--- src/rtl/alu_pkg.sv ---
// Shared types and constants for the ALU sequencer slice.
package alu_pkg;
  localparam int DATA_W   = 8;
  localparam int NUM_REGS = 4;

  // Instruction word field positions
  localparam int OP_MSB  = 15;
  localparam int OP_LSB  = 12;
  localparam int RD_MSB  = 11;
  localparam int RD_LSB  = 10;
  localparam int RA_MSB  = 9;
  localparam int RA_LSB  = 8;
  localparam int RB_MSB  = 7;
  localparam int RB_LSB  = 6;
  localparam int IMM_MSB = 7;
  localparam int IMM_LSB = 0;

  typedef logic [3:0] opcode_t;
  localparam opcode_t OP_LDI  = 4'h0;
  localparam opcode_t OP_ADD  = 4'h1;
  localparam opcode_t OP_SUB  = 4'h2;
  localparam opcode_t OP_INC  = 4'h3;
  localparam opcode_t OP_DEC  = 4'h4;
  localparam opcode_t OP_OR   = 4'h5;
  localparam opcode_t OP_AND  = 4'h6;
  localparam opcode_t OP_XOR  = 4'h7;
  localparam opcode_t OP_SHR  = 4'h8;
  localparam opcode_t OP_SHL  = 4'h9;
  localparam opcode_t OP_ONES = 4'hA;
  localparam opcode_t OP_TWOS = 4'hB;

  typedef enum logic [1:0] {ST_IDLE, ST_EXEC, ST_RESP} state_t;

  // 0xC-0xF are not decoded
  function automatic logic is_legal(opcode_t op);
    return op <= OP_TWOS;
  endfunction
endpackage

--- src/rtl/alu_sequencer_if.sv ---
// Command / response handshake bundle between a command source and the sequencer.
interface alu_sequencer_if;
  logic                      cmd_valid;
  logic                      cmd_ready;
  logic [15:0]               cmd_data;
  logic                      rsp_valid;
  logic                      rsp_ready;
  logic [alu_pkg::DATA_W-1:0] rsp_data;
  logic                      rsp_zero;
  logic                      rsp_carry;
  logic                      rsp_err;

  modport master (
    output cmd_valid, cmd_data, rsp_ready,
    input  cmd_ready, rsp_valid, rsp_data, rsp_zero, rsp_carry, rsp_err
  );
  modport slave (
    input  cmd_valid, cmd_data, rsp_ready,
    output cmd_ready, rsp_valid, rsp_data, rsp_zero, rsp_carry, rsp_err
  );
endinterface

--- src/rtl/alu.sv ---
// Combinational 8-bit ALU. LDI and undecoded opcodes produce X; the
// sequencer never samples the outputs for those.
module alu
  import alu_pkg::*;
(
  input  opcode_t           i_opcode,
  input  logic [DATA_W-1:0] i_a,
  input  logic [DATA_W-1:0] i_b,
  output logic [DATA_W-1:0] o_result,
  output logic              o_carry
);
  // Carry is carry-out for add/inc, borrow for sub/dec/negate, shifted-out
  // MSB for SHL; logical ops and SHR clear it.
  always_comb begin
    o_result = 'x;
    o_carry  = 1'bx;
    case (i_opcode)
      OP_ADD:  {o_carry, o_result} = {1'b0, i_a} + {1'b0, i_b};
      OP_SUB:  {o_carry, o_result} = {1'b0, i_a} - {1'b0, i_b};
      OP_INC:  {o_carry, o_result} = {1'b0, i_a} + 9'd1;
      OP_DEC:  {o_carry, o_result} = {1'b0, i_a} - 9'd1;
      OP_OR:   begin o_result = i_a | i_b; o_carry = 1'b0; end
      OP_AND:  begin o_result = i_a & i_b; o_carry = 1'b0; end
      OP_XOR:  begin o_result = i_a ^ i_b; o_carry = 1'b0; end
      OP_SHR:  begin o_result = i_a >> 1;  o_carry = 1'b0; end
      OP_SHL:  {o_carry, o_result} = {i_a, 1'b0};
      OP_ONES: begin o_result = ~i_a;      o_carry = 1'b0; end
      OP_TWOS: {o_carry, o_result} = 9'd0 - {1'b0, i_a};
      default: ;
    endcase
  end
endmodule

--- src/rtl/alu_regfile.sv ---
// 4x8 register file: two combinational read ports, one synchronous write port.
module alu_regfile
  import alu_pkg::*;
(
  input  logic              clk,
  input  logic              reset,
  input  logic [1:0]        i_ra,
  input  logic [1:0]        i_rb,
  input  logic              i_we,
  input  logic [1:0]        i_wa,
  input  logic [DATA_W-1:0] i_wd,
  output logic [DATA_W-1:0] o_rda,
  output logic [DATA_W-1:0] o_rdb
);
  logic [NUM_REGS-1:0][DATA_W-1:0] r_regs;

  // Write port; reset wins over a same-cycle write
  always_ff @(posedge clk) begin
    if (reset)     r_regs       <= '0;
    else if (i_we) r_regs[i_wa] <= i_wd;
  end

  assign o_rda = r_regs[i_ra];
  assign o_rdb = r_regs[i_rb];
endmodule

--- src/rtl/alu_sequencer.sv ---
// Sequencer: accept instruction, run one EXEC cycle on the ALU, write back,
// hold the response until the consumer takes it.
module alu_sequencer
  import alu_pkg::*;
(
  input  logic              clk,
  input  logic              reset,
  alu_sequencer_if.slave    cmd_if,
  output logic [3:0]        alu_opcode,
  output logic [DATA_W-1:0] alu_a,
  output logic [DATA_W-1:0] alu_b
);
  state_t            r_state;
  opcode_t           r_op;
  logic [1:0]        r_rd;
  logic [DATA_W-1:0] r_imm, r_a, r_b;
  logic              r_zero, r_carry;
  logic              r_cmd_ready, r_rsp_valid, r_rsp_zero, r_rsp_carry, r_rsp_err;
  logic [DATA_W-1:0] r_rsp_data;

  logic [DATA_W-1:0] w_rda, w_rdb, w_alu_result, w_wd;
  logic              w_alu_carry, w_accept, w_legal, w_ldi, w_we;

  assign w_accept = cmd_if.cmd_valid & r_cmd_ready;
  assign w_legal  = is_legal(r_op);
  assign w_ldi    = (r_op == OP_LDI);
  assign w_we     = (r_state == ST_EXEC) && w_legal;
  assign w_wd     = w_ldi ? r_imm : w_alu_result;

  alu_regfile u_rf (
    .clk   (clk),
    .reset (reset),
    .i_ra  (cmd_if.cmd_data[RA_MSB:RA_LSB]),
    .i_rb  (cmd_if.cmd_data[RB_MSB:RB_LSB]),
    .i_we  (w_we),
    .i_wa  (r_rd),
    .i_wd  (w_wd),
    .o_rda (w_rda),
    .o_rdb (w_rdb)
  );

  alu u_alu (
    .i_opcode (r_op),
    .i_a      (r_a),
    .i_b      (r_b),
    .o_result (w_alu_result),
    .o_carry  (w_alu_carry)
  );

  // Control FSM; opcode/operand registers double as the ALU drive and are
  // zero outside EXEC, so the ALU sees LDI/0/0 while idle.
  always_ff @(posedge clk) begin
    if (reset) begin
      r_state     <= ST_IDLE;
      r_op        <= '0;
      r_rd        <= '0;
      r_imm       <= '0;
      r_a         <= '0;
      r_b         <= '0;
      r_zero      <= 1'b0;
      r_carry     <= 1'b0;
      r_cmd_ready <= 1'b1;
      r_rsp_valid <= 1'b0;
      r_rsp_data  <= '0;
      r_rsp_zero  <= 1'b0;
      r_rsp_carry <= 1'b0;
      r_rsp_err   <= 1'b0;
    end else begin
      case (r_state)
        ST_IDLE: if (w_accept) begin
          r_op        <= cmd_if.cmd_data[OP_MSB:OP_LSB];
          r_rd        <= cmd_if.cmd_data[RD_MSB:RD_LSB];
          r_imm       <= cmd_if.cmd_data[IMM_MSB:IMM_LSB];
          r_a         <= w_rda;
          r_b         <= w_rdb;
          r_cmd_ready <= 1'b0;
          r_state     <= ST_EXEC;
        end
        ST_EXEC: begin
          r_op        <= '0;
          r_a         <= '0;
          r_b         <= '0;
          r_rsp_valid <= 1'b1;
          r_state     <= ST_RESP;
          if (!w_legal) begin
            r_rsp_data  <= '0;
            r_rsp_err   <= 1'b1;
            r_rsp_zero  <= r_zero;
            r_rsp_carry <= r_carry;
          end else if (w_ldi) begin
            r_rsp_data  <= r_imm;
            r_rsp_err   <= 1'b0;
            r_rsp_zero  <= r_zero;
            r_rsp_carry <= r_carry;
          end else begin
            r_rsp_data  <= w_alu_result;
            r_rsp_err   <= 1'b0;
            r_zero      <= (w_alu_result == '0);
            r_carry     <= w_alu_carry;
            r_rsp_zero  <= (w_alu_result == '0);
            r_rsp_carry <= w_alu_carry;
          end
        end
        ST_RESP: if (cmd_if.rsp_ready) begin
          r_rsp_valid <= 1'b0;
          r_cmd_ready <= 1'b1;
          r_state     <= ST_IDLE;
        end
        default: r_state <= ST_IDLE;
      endcase
    end
  end

  assign cmd_if.cmd_ready = r_cmd_ready;
  assign cmd_if.rsp_valid = r_rsp_valid;
  assign cmd_if.rsp_data  = r_rsp_data;
  assign cmd_if.rsp_zero  = r_rsp_zero;
  assign cmd_if.rsp_carry = r_rsp_carry;
  assign cmd_if.rsp_err   = r_rsp_err;
  assign alu_opcode       = r_op;
  assign alu_a            = r_a;
  assign alu_b            = r_b;
endmodule

--- src/flat_wrapper.sv ---
// flat-port wrapper written by rule: the top's interface ports become plain ports
module alu_sequencer_flat import alu_pkg::*;
  (clk, reset, alu_opcode, alu_a, alu_b, cmd_if_cmd_valid, cmd_if_cmd_data, cmd_if_rsp_ready, cmd_if_cmd_ready, cmd_if_rsp_valid, cmd_if_rsp_data, cmd_if_rsp_zero, cmd_if_rsp_carry, cmd_if_rsp_err);
  alu_sequencer_if cmd_if_i ();
  input  logic clk;
  input  logic reset;
  output logic [3:0] alu_opcode;
  output logic [DATA_W-1:0] alu_a;
  output logic [DATA_W-1:0] alu_b;
  input wire logic [$bits(cmd_if_i.cmd_valid)-1:0] cmd_if_cmd_valid;
  input wire logic [$bits(cmd_if_i.cmd_data)-1:0] cmd_if_cmd_data;
  input wire logic [$bits(cmd_if_i.rsp_ready)-1:0] cmd_if_rsp_ready;
  output wire logic [$bits(cmd_if_i.cmd_ready)-1:0] cmd_if_cmd_ready;
  output wire logic [$bits(cmd_if_i.rsp_valid)-1:0] cmd_if_rsp_valid;
  output wire logic [$bits(cmd_if_i.rsp_data)-1:0] cmd_if_rsp_data;
  output wire logic [$bits(cmd_if_i.rsp_zero)-1:0] cmd_if_rsp_zero;
  output wire logic [$bits(cmd_if_i.rsp_carry)-1:0] cmd_if_rsp_carry;
  output wire logic [$bits(cmd_if_i.rsp_err)-1:0] cmd_if_rsp_err;
  assign cmd_if_i.cmd_valid = cmd_if_cmd_valid;
  assign cmd_if_i.cmd_data = cmd_if_cmd_data;
  assign cmd_if_i.rsp_ready = cmd_if_rsp_ready;
  assign cmd_if_cmd_ready = cmd_if_i.cmd_ready;
  assign cmd_if_rsp_valid = cmd_if_i.rsp_valid;
  assign cmd_if_rsp_data = cmd_if_i.rsp_data;
  assign cmd_if_rsp_zero = cmd_if_i.rsp_zero;
  assign cmd_if_rsp_carry = cmd_if_i.rsp_carry;
  assign cmd_if_rsp_err = cmd_if_i.rsp_err;
  alu_sequencer u_core (.clk(clk), .reset(reset), .cmd_if(cmd_if_i), .alu_opcode(alu_opcode), .alu_a(alu_a), .alu_b(alu_b));
endmodule
--- config.mk ---
export PLATFORM = sky130hd
export DESIGN_NAME = alu_sequencer_flat
export DESIGN_NICKNAME = d
export VERILOG_FILES = /design/src/rtl/alu_pkg.sv /design/src/rtl/alu_sequencer_if.sv /design/src/rtl/alu.sv /design/src/rtl/alu_regfile.sv /design/src/rtl/alu_sequencer.sv /design/src/flat_wrapper.sv
export SDC_FILE = /design/constraint.sdc
export NUM_CORES = 1
export LEC_CHECK = 0
export BUFFER_PORTS_ARGS = -buffer_cell sky130_fd_sc_hd__buf_2
export CAP_MARGIN = 25
export CORE_MARGIN = 4
export CORE_UTILIZATION = 45
export CTS_BUF_LIST = sky130_fd_sc_hd__clkbuf_8
export DETAILED_ROUTE_END_ITERATION = 8
export MAX_ROUTING_LAYER = met4
export PLACE_DENSITY = 0.7
export SLEW_MARGIN = 40
export SYNTH_ARGS = -nofsm -noshare
export SYNTH_HDL_FRONTEND = slang
export SYNTH_SLANG_ARGS = --single-unit
export TNS_END_PERCENT = 100
--- constraint.sdc ---
create_clock -name clk -period 2.7 [get_ports clk]
set_input_delay 0.27 -clock clk [delete_from_list [all_inputs] [get_ports clk]]
set_output_delay 0.27 -clock clk [all_outputs]
set_load 0.01 [all_outputs]
Word-level counts from Yosys, hierarchy flattened
Cells that the tools add are included.

operators by class
  add/subtract/negate cells = 5
  $lt $le $gt $ge = 5
  eq/ne operators = 15
  muxes and demuxes = 26
  bitwise gates (word level) = 6
  reduce and logical (&&, ||, !) cells = 15

operators with widths
  operator               number
  $pmux W8 S11           1
  $mux W8                7
  $bmux W8 S2            2
  $bwmux W32             1
  $pmux W8 S2            2
  $demux W8 S2           1
  $eq A4 B3 Y1 const B   4
  $eq A4 B4 Y1 const B   4
  $add A8 B1 Y9 const B  1
  $add A8 B8 Y9          1
  $lt A2 B3 Y1 const B   3
  $sub A1 B8 Y9 const A  1
  $sub A8 B1 Y9 const B  1
  $sub A8 B8 Y9          1
  $and A8 B8 Y8          1
  $eq A4 B2 Y1 const B   2
  $logic_not A8 Y1       1
  $not A8 Y8             1
  $or A8 B8 Y8           1
  $pmux W4 S2            1
  $reduce_and A2 Y1      4
  $xor A8 B8 Y8          1
  $pmux W1 S7            1
  $pmux W2 S3            1
  19 further kinds       28

word-level totals
  register bits = 77
  input port bits = 20
  output and inout port bits = 33
  word-level logic and storage cells = 88

Depth between registers and ports, before layout
Gate-level depths: netlist of the first run.

  depth in word-level cells = 5
  mapped depth = 13

Modules after synthesis
A second synthesis of the first run with hierarchy kept.

second synthesis, totals
  cell total of the unflattened synthesis = 575
  area, all modules = 5282.6 um2

modules (own cells, without submodules)
  module         instances  cells an instance  area each (um2)  sequential area each (um2)
  alu            1          286                2020.7           0.0
  alu_regfile    1          136                1662.8           640.6
  alu_sequencer  1          153                1599.0           900.9

Least setup slack after synthesis of the first run
Ideal clock, no wire load.

  kind = reg-to-reg
  start point = reg u_core.r_a[2] (netlist: u_core.alu_a[2])
  end point = reg u_core.u_rf.r_regs[22] in the netlist's numbering
  arrival time = 2.704 ns
  data required time = 2.561 ns
  path slack = -0.142 ns
  cell stages (with the launch flop) = 13
  path buffers = 2
  cells stage by stage = dfxtp_1 -> buf_2 -> inv_1 -> ha_1 -> clkbuf_1 -> nand2b_1 -> a22o_1 -> o31ai_1 -> nand2_1 -> a211oi_1 -> a211oi_2 -> mux2i_2 -> a211oi_1

on the way
  word-level cells in the longest chain between the ends = 4

RTL lines
  element                                line                 source
  from (decl)                            alu_sequencer.sv:16  logic [DATA_W-1:0] r_imm, r_a, r_b;
  from (signal assigned)                 alu_sequencer.sv:74  r_a <= w_rda;
  $sub A1 B8 Y9 (tied with other cells)  alu.sv:28            OP_TWOS: {o_carry, o_result} = 9'd0 - {1'b0, i_a};
  $pmux W8 S11 (*)                       alu.sv:17            case (i_opcode)
  $mux W8 (*)                            alu_sequencer.sv:28  assign w_wd = w_ldi ? r_imm : w_alu_result;
  $bwmux W32 (*)                         alu_regfile.sv:20    else if (i_we) r_regs[i_wa] <= i_wd;
  to (signal, indexed assignment)        alu_regfile.sv:20
  to (decl)                              alu_regfile.sv:15    logic [NUM_REGS-1:0][DATA_W-1:0] r_regs;

Mark *: on every way between the ends. The rest lies on a longest branch, timed or not.
A chain may end at the register's enable or synchronous reset.

Worst setup path in the final report of the first run
  start point = reg u_core.r_a[0] (netlist: u_core.alu_a[0])
  end point = reg u_core.u_rf.r_regs[30] in the netlist's numbering

Same word-level chain as after synthesis.

==> out/qor.csv, run 1 <==
metric,value,unit
"Clk Latency, worst-skew pair",0.35,ns
Internal Power,2.12,mW
DPL Wire Length,11.7,mm
Die W,115,um
Worst R2R Setup Slack,0.09,ns
CTS tree,yes,
worst-path maximum fanout,6,
die height,115,um
global-route wire length before repair,24.6,mm
post-route antenna net violation count,0,
commonest register cell after synthesis,dfxtp_1,
Slew @ Worst Pin,0.626,ns
fin crit share,0.967,
# IOs,53,
status,finished clean,
die area,13300,sq um
Initial Utilization,0.469,
capturing point of the worst reg2reg path,u_core.u_rf.r_regs[30]$_SDFFE_PP0P_,
share of layout cells above drive strength 1,0.291,
reg2reg start,u_core.alu_a[0]$_SDFFE_PP0P_,
WHS Path Cells,2,
drt total wl,15.4,mm
syn nets,663,
Comb power frac,0.215,
grt ovf,0,
Core ar.,11100,sq um
Rows,38,
Post-Synthesis Cells,610,
sequential area share after synthesis,0.297,
Port Buffer Count,52,
post-synthesis cell area,5190,sq um
data arrival time of the critical path,2.87,ns
Tot GR Track Use,0.243,
fmax,0.383,GHz
largest net degree at the start of global routing,60,
Post-Layout Inst Area,6250,sq um
max-cap violations,0,
DRC errors left,0,
final hold violation count,0,
syn_area_per_cell,8.51,sq um
worst-path cell chain,inv_1 -> ha_1 -> inv_1 -> fa_1 -> nand2b_1 -> a22o_1 -> o31ai_2 -> buf_4 -> nand2_1 -> a211oi_2 -> a211oi_2 -> mux2i_2 -> a211oi_1,
Pre-antenna DRT Iters,5,
slowest library cell on the worst path,fa_1,
Iter 0 DRT Violations,369,
cts bufs inserted,9,
ant diodes,0,
Flop pwr share,0.411,
DR vias,4966,
via/cell ratio,5.98,
Clk pwr share,0.374,
register area,1560,sq um
CTS root buf,clkbuf_8,
placed cell area,5860,sq um
r2r worst-path depth,13,
Min Hold Slack,0.131,ns
Tmin final,2.61,ns
Setup crit end kind,register,
crit-path max cell delay,0.39,ns
number of setup violations in the final report,0,
# H-tree levels,3,
CTS sink count,77,
Post-synth EDFFs,0,
Clock Path Buffers,2,
max-slew violations,0,
synthesized flop and latch total,77,
Multi-input gate area,3410,sq um
Sw Ratio,0.278,
hold path endpoint,u_core.alu_opcode[2]$_SDFFE_PP0P_,
Clock Pin Slew Worst Setup and Hold Paths,0.07,ns
Max VDD drop,0.638,mV
Netlist cell types,72,
initial antenna violation count,0,
Crit. Startpoint,u_core.alu_a[0]$_SDFFE_PP0P_,
"Req. time, crit path",2.96,ns
Yosys Warn Count,0,
Final #Nets,738,
# fillers,1006,
RePlAce Congestion,0.953,
Crit Path Category,register to register,
worst min-delay path class,input pin to register,
Worst Skew,0.00698,ns
area growth from synthesis to layout,20.3,%
drt wl/cell,18.6,um
HP Start,cmd_if_cmd_data[14],
async set or reset register ratio after synthesis,0,
vias in the first global route,4799,
NetSw,813,uW
LEAKAGE,2.54,nW
relative max-transition margin,0.583,
cell area power density,469,nW/um^2
CP startpoint kind,register,
Setup TNS,0,ns
-- per-stage QoR --
stage / total power, mW / util / setup WS, ns / std cells
after detailed placement: 1.82 / 0.529 / -0.00551 / 812
after floorplan: 1.61 / - / 0.0289 / 610
after CTS: 2.92 / 0.554 / 0.0129 / 829
final: 2.93 / 0.564 / 0.0888 / 830
after global placement: 1.81 / 0.529 / 0.0308 / 812
after global routing: 3.07 / 0.564 / -0.0287 / 830
-- worst max-delay path by stage --
| stage | cells after the start | end |
|---|---|---|
| 2_1_floorplan | 12 | u_core.u_rf.r_regs[22]$_SDFFE_PP0P_ |
| 3_3_place_gp | 10 | u_core.r_zero$_SDFFE_PP0P_ |
| 3_5_place_dp | 10 | u_core.r_zero$_SDFFE_PP0P_ |
| 4_1_cts | 10 | u_core.r_zero$_SDFFE_PP0P_ |
| 5_1_grt | 13 | u_core.u_rf.r_regs[30]$_SDFFE_PP0P_ |
| 6_report | 13 | u_core.u_rf.r_regs[30]$_SDFFE_PP0P_ |
-- registers in the layout, indices dropped and copies added (netlist names) --
register                 cells
u_core.alu_a                 8
u_core.alu_b                 8
u_core.alu_opcode            4
u_core.cmd_if.cmd_ready      1
u_core.cmd_if.rsp_data       8
u_core.cmd_if.rsp_err        1
u_core.cmd_if.rsp_valid      1
u_core.r_carry               1
u_core.r_imm                 8
u_core.r_rd                  2
u_core.r_state               2
u_core.r_zero                1
u_core.u_rf.r_regs          32
-- synth_stat cells, types with 4 or more instances --
library cell | count | area [sq um]
buf_2 | 13 | 65.1
o211ai_1 | 6 | 45.0
a211oi_2 | 5 | 62.6
nand2_1 | 56 | 210
a21o_1 | 9 | 67.6
nand2b_1 | 12 | 75.1
o21ai_0 | 22 | 110
a21oi_1 | 46 | 230
nor2_1 | 57 | 214
a211oi_1 | 17 | 128
xnor2_1 | 7 | 61.3
and3_1 | 4 | 25.0
clkbuf_1 | 27 | 101
ha_1 | 31 | 388
buf_4 | 8 | 60.1
mux2i_1 | 14 | 140
o22ai_1 | 6 | 37.5
mux4_2 | 16 | 360
a22o_1 | 21 | 184
a22oi_1 | 5 | 37.5
nand4_1 | 4 | 25.0
nor3b_1 | 9 | 67.6
inv_1 | 26 | 97.6
nand3b_1 | 4 | 30.0
o31ai_1 | 9 | 67.6
nand3_1 | 19 | 95.1
nor3_1 | 10 | 50.1
nor2b_1 | 4 | 25.0
dfxtp_1 | 77 | 1540
-- routing by layer --
layer  vias to the layer above  global-route usage  routed length (um)
li1                       2373                   -                   -
met1                      2343               0.306                6610
met2                       210               0.394                7370
met3                        40              0.0423                 977
met4                         0              0.0869                 461
met5                         -                   -                   0
-- kinds of logic (layout without fill, tap and decap cells) --
kind of cell             after synthesis  count (layout)  share of synthesized area
multiplexers                          35              35                      0.110
buffers and inverters                 79             159                     0.0675
XOR/XNOR                              10              10                     0.0169
adder cells (fa/ha/maj)               33              33                     0.0824
flip-flops                            77              77                      0.297
AND/OR/NAND/NOR                      194             194                      0.179
AO/OA/AOI/OAI                        182             182                      0.247
-- placed cells by master, fill, tap and decap left out, types with 14 or more instances in the layout --
cell / count
inv_1: 27
a22o_1: 21
mux4_2: 16
nand2_1: 56
dfxtp_1: 69
nand3_1: 19
o21ai_0: 19
buf_2: 52
ha_1: 27
nor2_1: 56
buf_4: 62
a211oi_1: 14
mux2i_1: 14
a21oi_1: 44
-- power groups by stage --
stage,Clock [mW],Sequential [mW],Combinational [mW]
2_1_floorplan,0,1.23,0.384
3_3_place_gp,0,1.23,0.580
3_5_place_dp,0,1.23,0.586
4_1_cts,1.12,1.20,0.595
5_1_grt,1.17,1.21,0.683
6_report,1.09,1.20,0.630
-- repair_timing --
action / CTS / global route
setup buffers: 1 / 1
pin swaps: 4 / 13
hold buffers: 0 / 0
hold endpoints to repair: 0 / 0
endpoints found under the setup margin: 2 / 27
resized for setup: 3 / 30
-- final cells by class --
class                           instances  area share
Timing Repair Buffer                  115       0.119
Clock buffer                           12      0.0264
Tap cell                              140      0.0280
Inverter                               28      0.0170
Multi-Input combinational cell        454       0.545
Clock inverter                          4      0.0150
Sequential cell                        77       0.249
-- worst max-delay path, delay by kind of cell, from the launching register on --
kind / cells / cell delay (ns)
flip-flops: 1 / 0.36
buffers and inverters: 3 / 0.31
adder cells (fa/ha/maj): 2 / 0.57
AO/OA/AOI/OAI: 5 / 0.92
AND/OR/NAND/NOR: 2 / 0.18
multiplexers: 1 / 0.17
Power figures use the tool's default switching activity.
==> inputs of run 2 (changes only) <==
--- a/config.mk
+++ b/config.mk
@@ -5,6 +5,7 @@
 export SDC_FILE = /design/constraint.sdc
 export NUM_CORES = 1
 export LEC_CHECK = 0
+export ABC_AREA = 1
 export BUFFER_PORTS_ARGS = -buffer_cell sky130_fd_sc_hd__buf_2
 export CAP_MARGIN = 25
 export CORE_MARGIN = 4
==> run 2 against run 1 <==
Compared with the run above: via count increased by 10%; clock power shrank 14%; first-iteration DRC count grew 37%; clock skew shrank 0.0010 ns; sequential share of layout area up 1.6 points; synthesized cell count grew 32%; cell count rose by 20%; register-to-register slack improved by 0.21 ns; area after synthesis increased by 0.39%; sequential cell count stayed put; core utilization is 5.3 points lower; largest power group unchanged.
==> out/qor.csv, run 2 <==
metric,value,unit,change
largest family of logic cells by synthesized area,simple AND/OR/NAND/NOR gates,,
post-synthesis cell area,5210,sq um,+0.39%
CTS root buf,clkbuf_8,,
max-cap violations,0,,unchanged
fmax,0.417,GHz,+8.8%
family with the most delay on the worst path,simple AND/OR/NAND/NOR gates,,
global-route wire length before repair,25.8,mm,+4.9%
"Core Util, Final",0.511,,-0.0530
Slew @ Worst Pin,0.786,ns,+0.160 ns
Post-synth top cells,"nand2_1 (111), o21ai_0 (111), inv_1 (101)",,
Initial Utilization,0.459,,-0.0103
status,finished clean,,
largest reg by FF count,u_core.u_rf.r_regs,,
RePlAce Congestion,0.979,,+2.7%
DPL Wire Length,11.9,mm,+2.2%
Die W,116,um,+0.18%
Setup crit end kind,register,,
Netlist cell types,39,,-46%
Clock Path Buffers,2,,unchanged
share of layout cells above drive strength 1,0.137,,-0.155
Setup TNS,0,ns,unchanged
initial antenna violation count,0,,unchanged
async set or reset register ratio after synthesis,0,,unchanged
ant diodes,0,,unchanged
Stages on worst setup path,15,,+2
post-CTS setup buffer count,0,,-1
Internal Power,1.91,mW,-9.8%
largest net degree at the start of global routing,32,,-47%
Post-synth EDFFs,0,,unchanged
most frequent CP cell,nand2_1,,
post-route antenna net violation count,0,,unchanged
grt ovf,0,,unchanged
max reg flops,32,,unchanged
sequential area share after synthesis,0.296,,-0.00114
Tot GR Track Use,0.254,,+0.0109
syn nets,860,,+30%
Post-Synth Adder-Cell Area,0.0821,,-0.000316
Yosys Warn Count,0,,unchanged
mux share of post-synthesis cell area,0,,-0.110
Post-Synthesis Cells,807,,+32%
syn_area_per_cell,6.46,sq um,-24%
Bufs and invs on worst path,2,,-1
Max VDD drop,0.346,mV,-46%
CTS sink count,77,,unchanged
DRC errors left,0,,unchanged
CP startpoint kind,register,,
Crit Path Category,register to register,,
synthesized flop and latch total,77,,unchanged
worst-path cell chain,buf_4 -> ha_1 -> fa_1 -> nand3_1 -> nand3_1 -> nand2_1 -> nand2_1 -> nand2_1 -> nand2_1 -> nand2_1 -> nand3_1 -> nand3_1 -> nand2_1 -> o21ai_0 -> inv_1,,
Sw Ratio,0.368,,+0.0906
data arrival time of the critical path,2.66,ns,-0.21 ns
Synth Area in Compound Gates,0.215,,-0.0326
Rows,39,,+2.6%
# H-tree levels,3,,unchanged
max-slew violations,0,,unchanged
slowest library cell on the worst path,fa_1,,
DR vias,5476,,+10%
Simple-Gate Fraction of Synth Area,0.279,,+0.0999
commonest register cell after synthesis,dfxtp_1,,
relative max-transition margin,0.474,,-0.108
Clk pwr share,0.308,,-0.066
drt wl/cell,15.8,um,-15%
drt total wl,15.8,mm,+2.3%
Pre-antenna DRT Iters,6,,+1
area growth from synthesis to layout,11.5,%,
NetSw,1.11,mW,+37%
post_cts resized,0,,-3
final hold violation count,0,,unchanged
CTS tree,yes,,
Clock Pin Slew Worst Setup and Hold Paths,0.09,ns,+0.02 ns
RSZ-0062 raised after global routing,false,,
# fillers,1182,,+17%
Iter 0 DRT Violations,507,,+37%
Tmin final,2.40,ns,-0.212 ns
die height,116,um,+0.18%
"commonest non-fill, non-tap cells in the layout","o21ai_0 (111), nand2_1 (111), inv_1 (101), nor2_1 (87), nand3_1 (82)",,
r2r worst-path depth,15,,+2
"Req. time, crit path",2.96,ns,about the same
# IOs,53,,unchanged
crit-path max cell delay,0.42,ns,+0.03 ns
cts bufs inserted,9,,unchanged
Port Buffer Count,52,,unchanged
Comb power frac,0.277,,+0.062
Flop pwr share,0.414,,+0.003
worst-path maximum fanout,7,,+1
Synth area leader,dfxtp_1,,
number of setup violations in the final report,0,,unchanged
WHS Path Cells,3,,+1
cell area power density,520,nW/um^2,+11%
LEAKAGE,2.73,nW,+7.6%
vias in the first global route,5053,,+5.3%
post-synthesis xor/xnor area fraction,0.00672,,-0.0101
"Clk Latency, worst-skew pair",0.36,ns,about the same
via/cell ratio,5.48,,-8.5%
Final #Nets,905,,+23%
die area,13400,sq um,+0.36%
cts hold-fix bufs,0,,unchanged
Synth area leaders,"dfxtp_1 (30%), o21ai_0 (11%), nand2_1 (8.0%)",,
Worst Skew,0.00595,ns,-0.00103 ns
fin crit share,0.889,,-0.0785
Core ar.,11400,sq um,+2.6%
worst min-delay path class,input pin to register,,
post-synth top area share,0.296,,-0.00114
## run 2: changes by cell type after synthesis, moves of 17 or more
cell / before / now
a211oi_1: 17 / 0
a21oi_1: 46 / 80
a22o_1: 21 / 0
inv_1: 26 / 101
nand2_1: 56 / 111
nand3_1: 19 / 82
nor2_1: 57 / 87
o21ai_0: 22 / 111
## run 2: worst paths after layout
kind / startpoint / endpoint / slack (ns)
setup / recovery: u_core.alu_a[0]$_SDFFE_PP0P_ / u_core.u_rf.r_regs[14]$_SDFFE_PP0P_ / 0.30
hold / removal: cmd_if_cmd_data[14] / u_core.alu_opcode[2]$_SDFFE_PP0P_ / 0.1
setup reg to reg: u_core.alu_a[0]$_SDFFE_PP0P_ / u_core.u_rf.r_regs[14]$_SDFFE_PP0P_ / 0.30
hold reg to reg: u_core.cmd_if.rsp_data[0]$_SDFFE_PP0P_ / u_core.cmd_if.rsp_data[0]$_SDFFE_PP0P_ / 0.47
## run 2: kinds of logic after synthesis
group	Yosys count
xor+xnor	4
compound gates	214
flops	77
fa+ha+maj	33
simple gates	325
buf+inv	154
## run 2: area by class of cell
type                    count  area (sq um)  area share
clock inverters             7          80.1      0.0138
clock buffers               9           124      0.0213
well taps                 143           179      0.0308
flip-flops and latches     77          1540       0.265
repair buffers             73           418      0.0719
multi-input cells         576          3040       0.523
inverters                 115           432      0.0743
## run 2: worst min-delay path, delay by kind of cell
family	cells	cell delay (ns)
simple gates	1	0.04
buf+inv	1	0.07
compound gates	1	0.05
## run 2: power by group through the flow
| stage | clock, mW | sequential, mW | combinational (mW) |
|---|---|---|---|
| 2_1_floorplan | 0 | 1.28 | 0.570 |
| 6_report | 0.932 | 1.25 | 0.837 |
| 4_1_cts | 0.954 | 1.25 | 0.825 |
| 3_5_place_dp | 0 | 1.28 | 0.821 |
| 3_3_place_gp | 0 | 1.28 | 0.826 |
| 5_1_grt | 1.00 | 1.26 | 0.939 |
## run 2: routing by layer
metal	vias up	part of all wire	global-route usage
met5	-	0	-
met4	0	0.033	0.107
met3	34	0.069	0.0449
met2	188	0.45	0.390
met1	2498	0.44	0.330
li1	2756	-	-
## run 2: metrics by stage
| stage | worst slack, ns | hold WS [ns] | cells | power [mW] | area (sq um) |
|---|---|---|---|---|---|
| after floorplan | 0.417 | 0.383 | 807 | 1.85 | 5210 |
| after global placement | 0.346 | 0.458 | 984 | 2.10 | 5610 |
| after detailed placement | 0.343 | 0.461 | 984 | 2.10 | 5610 |
| after CTS | 0.321 | 0.0835 | 1000 | 3.03 | 5810 |
| after global routing | 0.0397 | 0.0992 | 1000 | 3.20 | 5810 |
| final | 0.301 | 0.0994 | 1000 | 3.02 | 5810 |
==> inputs of run 3 (changes only) <==
--- a/config.mk
+++ b/config.mk
@@ -13,7 +13,7 @@
 export CTS_BUF_LIST = sky130_fd_sc_hd__clkbuf_8
 export DETAILED_ROUTE_END_ITERATION = 8
 export MAX_ROUTING_LAYER = met4
-export PLACE_DENSITY = 0.7
+export PLACE_DENSITY = 0.74
 export SLEW_MARGIN = 40
 export SYNTH_ARGS = -nofsm -noshare
 export SYNTH_HDL_FRONTEND = slang
==> run 3 against run 2 <==
Compared with the run above: worst hold slack improved by 0.015 ns; non-clock buffer count increased by 6; cell count increased by 0.60%; die area unchanged; register-to-register slack about the same; sequential power about the same; core utilization increased by 0.67 points; sequential cell count unchanged; sequential share of layout area decreased by 0.34 points; clock power increased by 8%; critical endpoint is now u_core.u_rf.r_regs[22]$_SDFFE_PP0P_.
==> out/qor.csv, run 3 (synthesis gave the netlist of run 2 again) <==
metric,value,unit,change
max-cap violations,0,,unchanged
DRC errors left,0,,unchanged
"commonest non-fill, non-tap cells in the layout","o21ai_0 (111), nand2_1 (111), inv_1 (102), nor2_1 (86), nand3_1 (82)",,
Worst Skew,0.0159,ns,+0.00993 ns
met3 routed WL,1.16,mm,+6.3%
DR vias,5552,,+1.4%
via/cell ratio,5.52,,+0.78%
fmax,0.414,GHz,-0.62%
capturing point of the worst reg2reg path,u_core.u_rf.r_regs[22]$_SDFFE_PP0P_,,
WHS Path Cells,3,,unchanged
Clk pwr share,0.326,,+0.018
Worst R2R Setup Slack,0.29,ns,about the same
"Req. time, crit path",2.95,ns,about the same
Routed met1 length,6.56,mm,-6.3%
cts hold-fix bufs,0,,unchanged
slowest library cell on the worst path,fa_1,,
Clock Pin Slew Worst Setup and Hold Paths,0.09,ns,about the same
relative max-transition margin,0.505,,+0.0308
DPL Wire Length,11.8,mm,-1.5%
Min Hold Slack,0.115,ns,+0.0151 ns
Post-Layout Inst Area,5890,sq um,+1.3%
CTS tree,yes,,
CP startpoint kind,register,,
fin crit share,0.894,,+0.00554
vias in the first global route,5213,,+3.2%
RSZ-0062 raised after global routing,false,,
Setup TNS,0,ns,unchanged
Comb power frac,0.272,,-0.005
worst-path cell chain,inv_1 -> ha_1 -> inv_1 -> fa_1 -> nand4_1 -> nand3_1 -> o21ai_0 -> nand3_1 -> nand3_1 -> nand2_1 -> o21ai_0 -> inv_1,,
worst min-delay path class,input pin to register,,
grt ovf,0,,unchanged
share of layout cells above drive strength 1,0.143,,+0.00600
Tmin final,2.41,ns,+0.0150 ns
placed cells,990,,+0.61%
Iter 0 DRT Violations,449,,-11%
Setup crit end kind,register,,
Rows,39,,unchanged
Initial Utilization,0.459,,unchanged
# IOs,53,,unchanged
Internal Power,2.05,mW,+7.4%
Core ar.,11400,sq um,unchanged
cell area power density,526,nW/um^2,+1.2%
DP Worst Slack,0.347,ns,+0.00363 ns
Max Used Layer,met4,,
crit-path max cell delay,0.45,ns,+0.03 ns
final std cells w/o fill,1006,,+0.60%
# H-tree levels,3,,unchanged
ant diodes,0,,unchanged
NetSw,1.05,mW,-5.8%
hold path endpoint,u_core.alu_opcode[0]$_SDFFE_PP0P_,,
data arrival time of the critical path,2.67,ns,about the same
"Worst Setup Slack, final",0.286,ns,-0.0150 ns
placed cell area,5660,sq um,+0.85%
Slew @ Worst Pin,0.740,ns,-0.0461 ns
worst-path maximum fanout,8,,+1
largest reg by FF count,u_core.u_rf.r_regs,,
initial antenna violation count,0,,unchanged
cts bufs inserted,9,,unchanged
largest net degree at the start of global routing,37,,+16%
Bufs and invs on worst path,3,,+1
Pre-antenna DRT Iters,5,,-1
Tot GR Track Use,0.247,,-0.00648
Flop pwr share,0.403,,-0.011
drt wl/cell,15.4,um,-2.5%
RePlAce Congestion,0.970,,-0.86%
reg2reg start,u_core.alu_a[0]$_SDFFE_PP0P_,,
Met2 Routed Length,7.36,mm,+2.8%
Final #Nets,911,,+0.66%
Sw Ratio,0.338,,-0.0299
die area,13400,sq um,unchanged
die height,116,um,unchanged
LEAKAGE,2.78,nW,+1.7%
HP Start,cmd_if_cmd_data[12],,
final hold violation count,0,,unchanged
max-slew violations,0,,unchanged
family with the most delay on the worst path,simple AND/OR/NAND/NOR gates,,
r2r worst-path depth,12,,-3
CTS root buf,clkbuf_8,,
post-route antenna net violation count,0,,unchanged
max reg flops,32,,unchanged
Crit Path Category,register to register,,
area growth from synthesis to layout,12.9,%,
Max VDD drop,0.370,mV,+6.8%
CTS sink count,77,,unchanged
Port Buffer Count,52,,unchanged
status,finished clean,,
global-route wire length before repair,25.7,mm,-0.72%
"Clk Latency, worst-skew pair",0.36,ns,about the same
post-CTS setup buffer count,0,,unchanged
post_cts resized,0,,unchanged
Clock Path Buffers,2,,unchanged
drt total wl,15.5,mm,-2.0%
Die W,116,um,unchanged
number of setup violations in the final report,0,,unchanged
==> run 3: layout make-up <==
cell class / instances / area [sq um]
flip-flops and latches: 77 / 1540
clock inverters: 5 / 81.3
multi-input cells: 576 / 3040
clock buffers: 11 / 151
repair buffers: 79 / 463
well taps: 143 / 179
fillers: 1160 / 5480
inverters: 115 / 432
==> run 3: tightest hold or removal path, delay by kind of cell <==
family / cells / cell delay (ns)
buffers and inverters: 1 / 0.08
AO/OA/AOI/OAI: 1 / 0.06
AND/OR/NAND/NOR: 1 / 0.05
==> run 3: worst max-delay path by stage <==
stage | start | to | slack, ns | cells after the start
after floorplan | u_core.alu_a[4]$_SDFFE_PP0P_ | u_core.u_rf.r_regs[23]$_SDFFE_PP0P_ | 0.42 | 12
after global placement | u_core.alu_a[0]$_SDFFE_PP0P_ | u_core.u_rf.r_regs[6]$_SDFFE_PP0P_ | 0.33 | 12
after detailed placement | u_core.alu_b[4]$_SDFFE_PP0P_ | u_core.u_rf.r_regs[7]$_SDFFE_PP0P_ | 0.35 | 11
after CTS | u_core.alu_a[0]$_SDFFE_PP0P_ | u_core.r_zero$_SDFFE_PP0P_ | 0.32 | 15
after global routing | u_core.alu_a[0]$_SDFFE_PP0P_ | u_core.r_zero$_SDFFE_PP0P_ | 0.03 | 15
final | u_core.alu_a[0]$_SDFFE_PP0P_ | u_core.u_rf.r_regs[22]$_SDFFE_PP0P_ | 0.29 | 12
==> run 3: per-stage QoR <==
step	util	power (mW)
5_1_grt	0.518	3.27
2_1_floorplan	-	1.85
3_5_place_dp	0.497	2.10
3_3_place_gp	0.497	2.09
6_report	0.518	3.10
4_1_cts	0.518	3.10
==> run 3: metal layers <==
| layer | vias up | GRT usage |
|---|---|---|
| met4 | 0 | 0.0905 |
| met1 | 2556 | 0.311 |
| met2 | 198 | 0.407 |
| li1 | 2767 | - |
| met3 | 31 | 0.0329 |
| met5 | - | - |
==> run 3: power by group through the flow <==
stage	combinational (mW)	clock, mW	sequential, mW
after floorplan	0.570	0	1.28
after global placement	0.818	0	1.27
after detailed placement	0.828	0	1.27
after CTS	0.832	1.02	1.25
after global routing	0.948	1.07	1.25
final	0.842	1.01	1.25
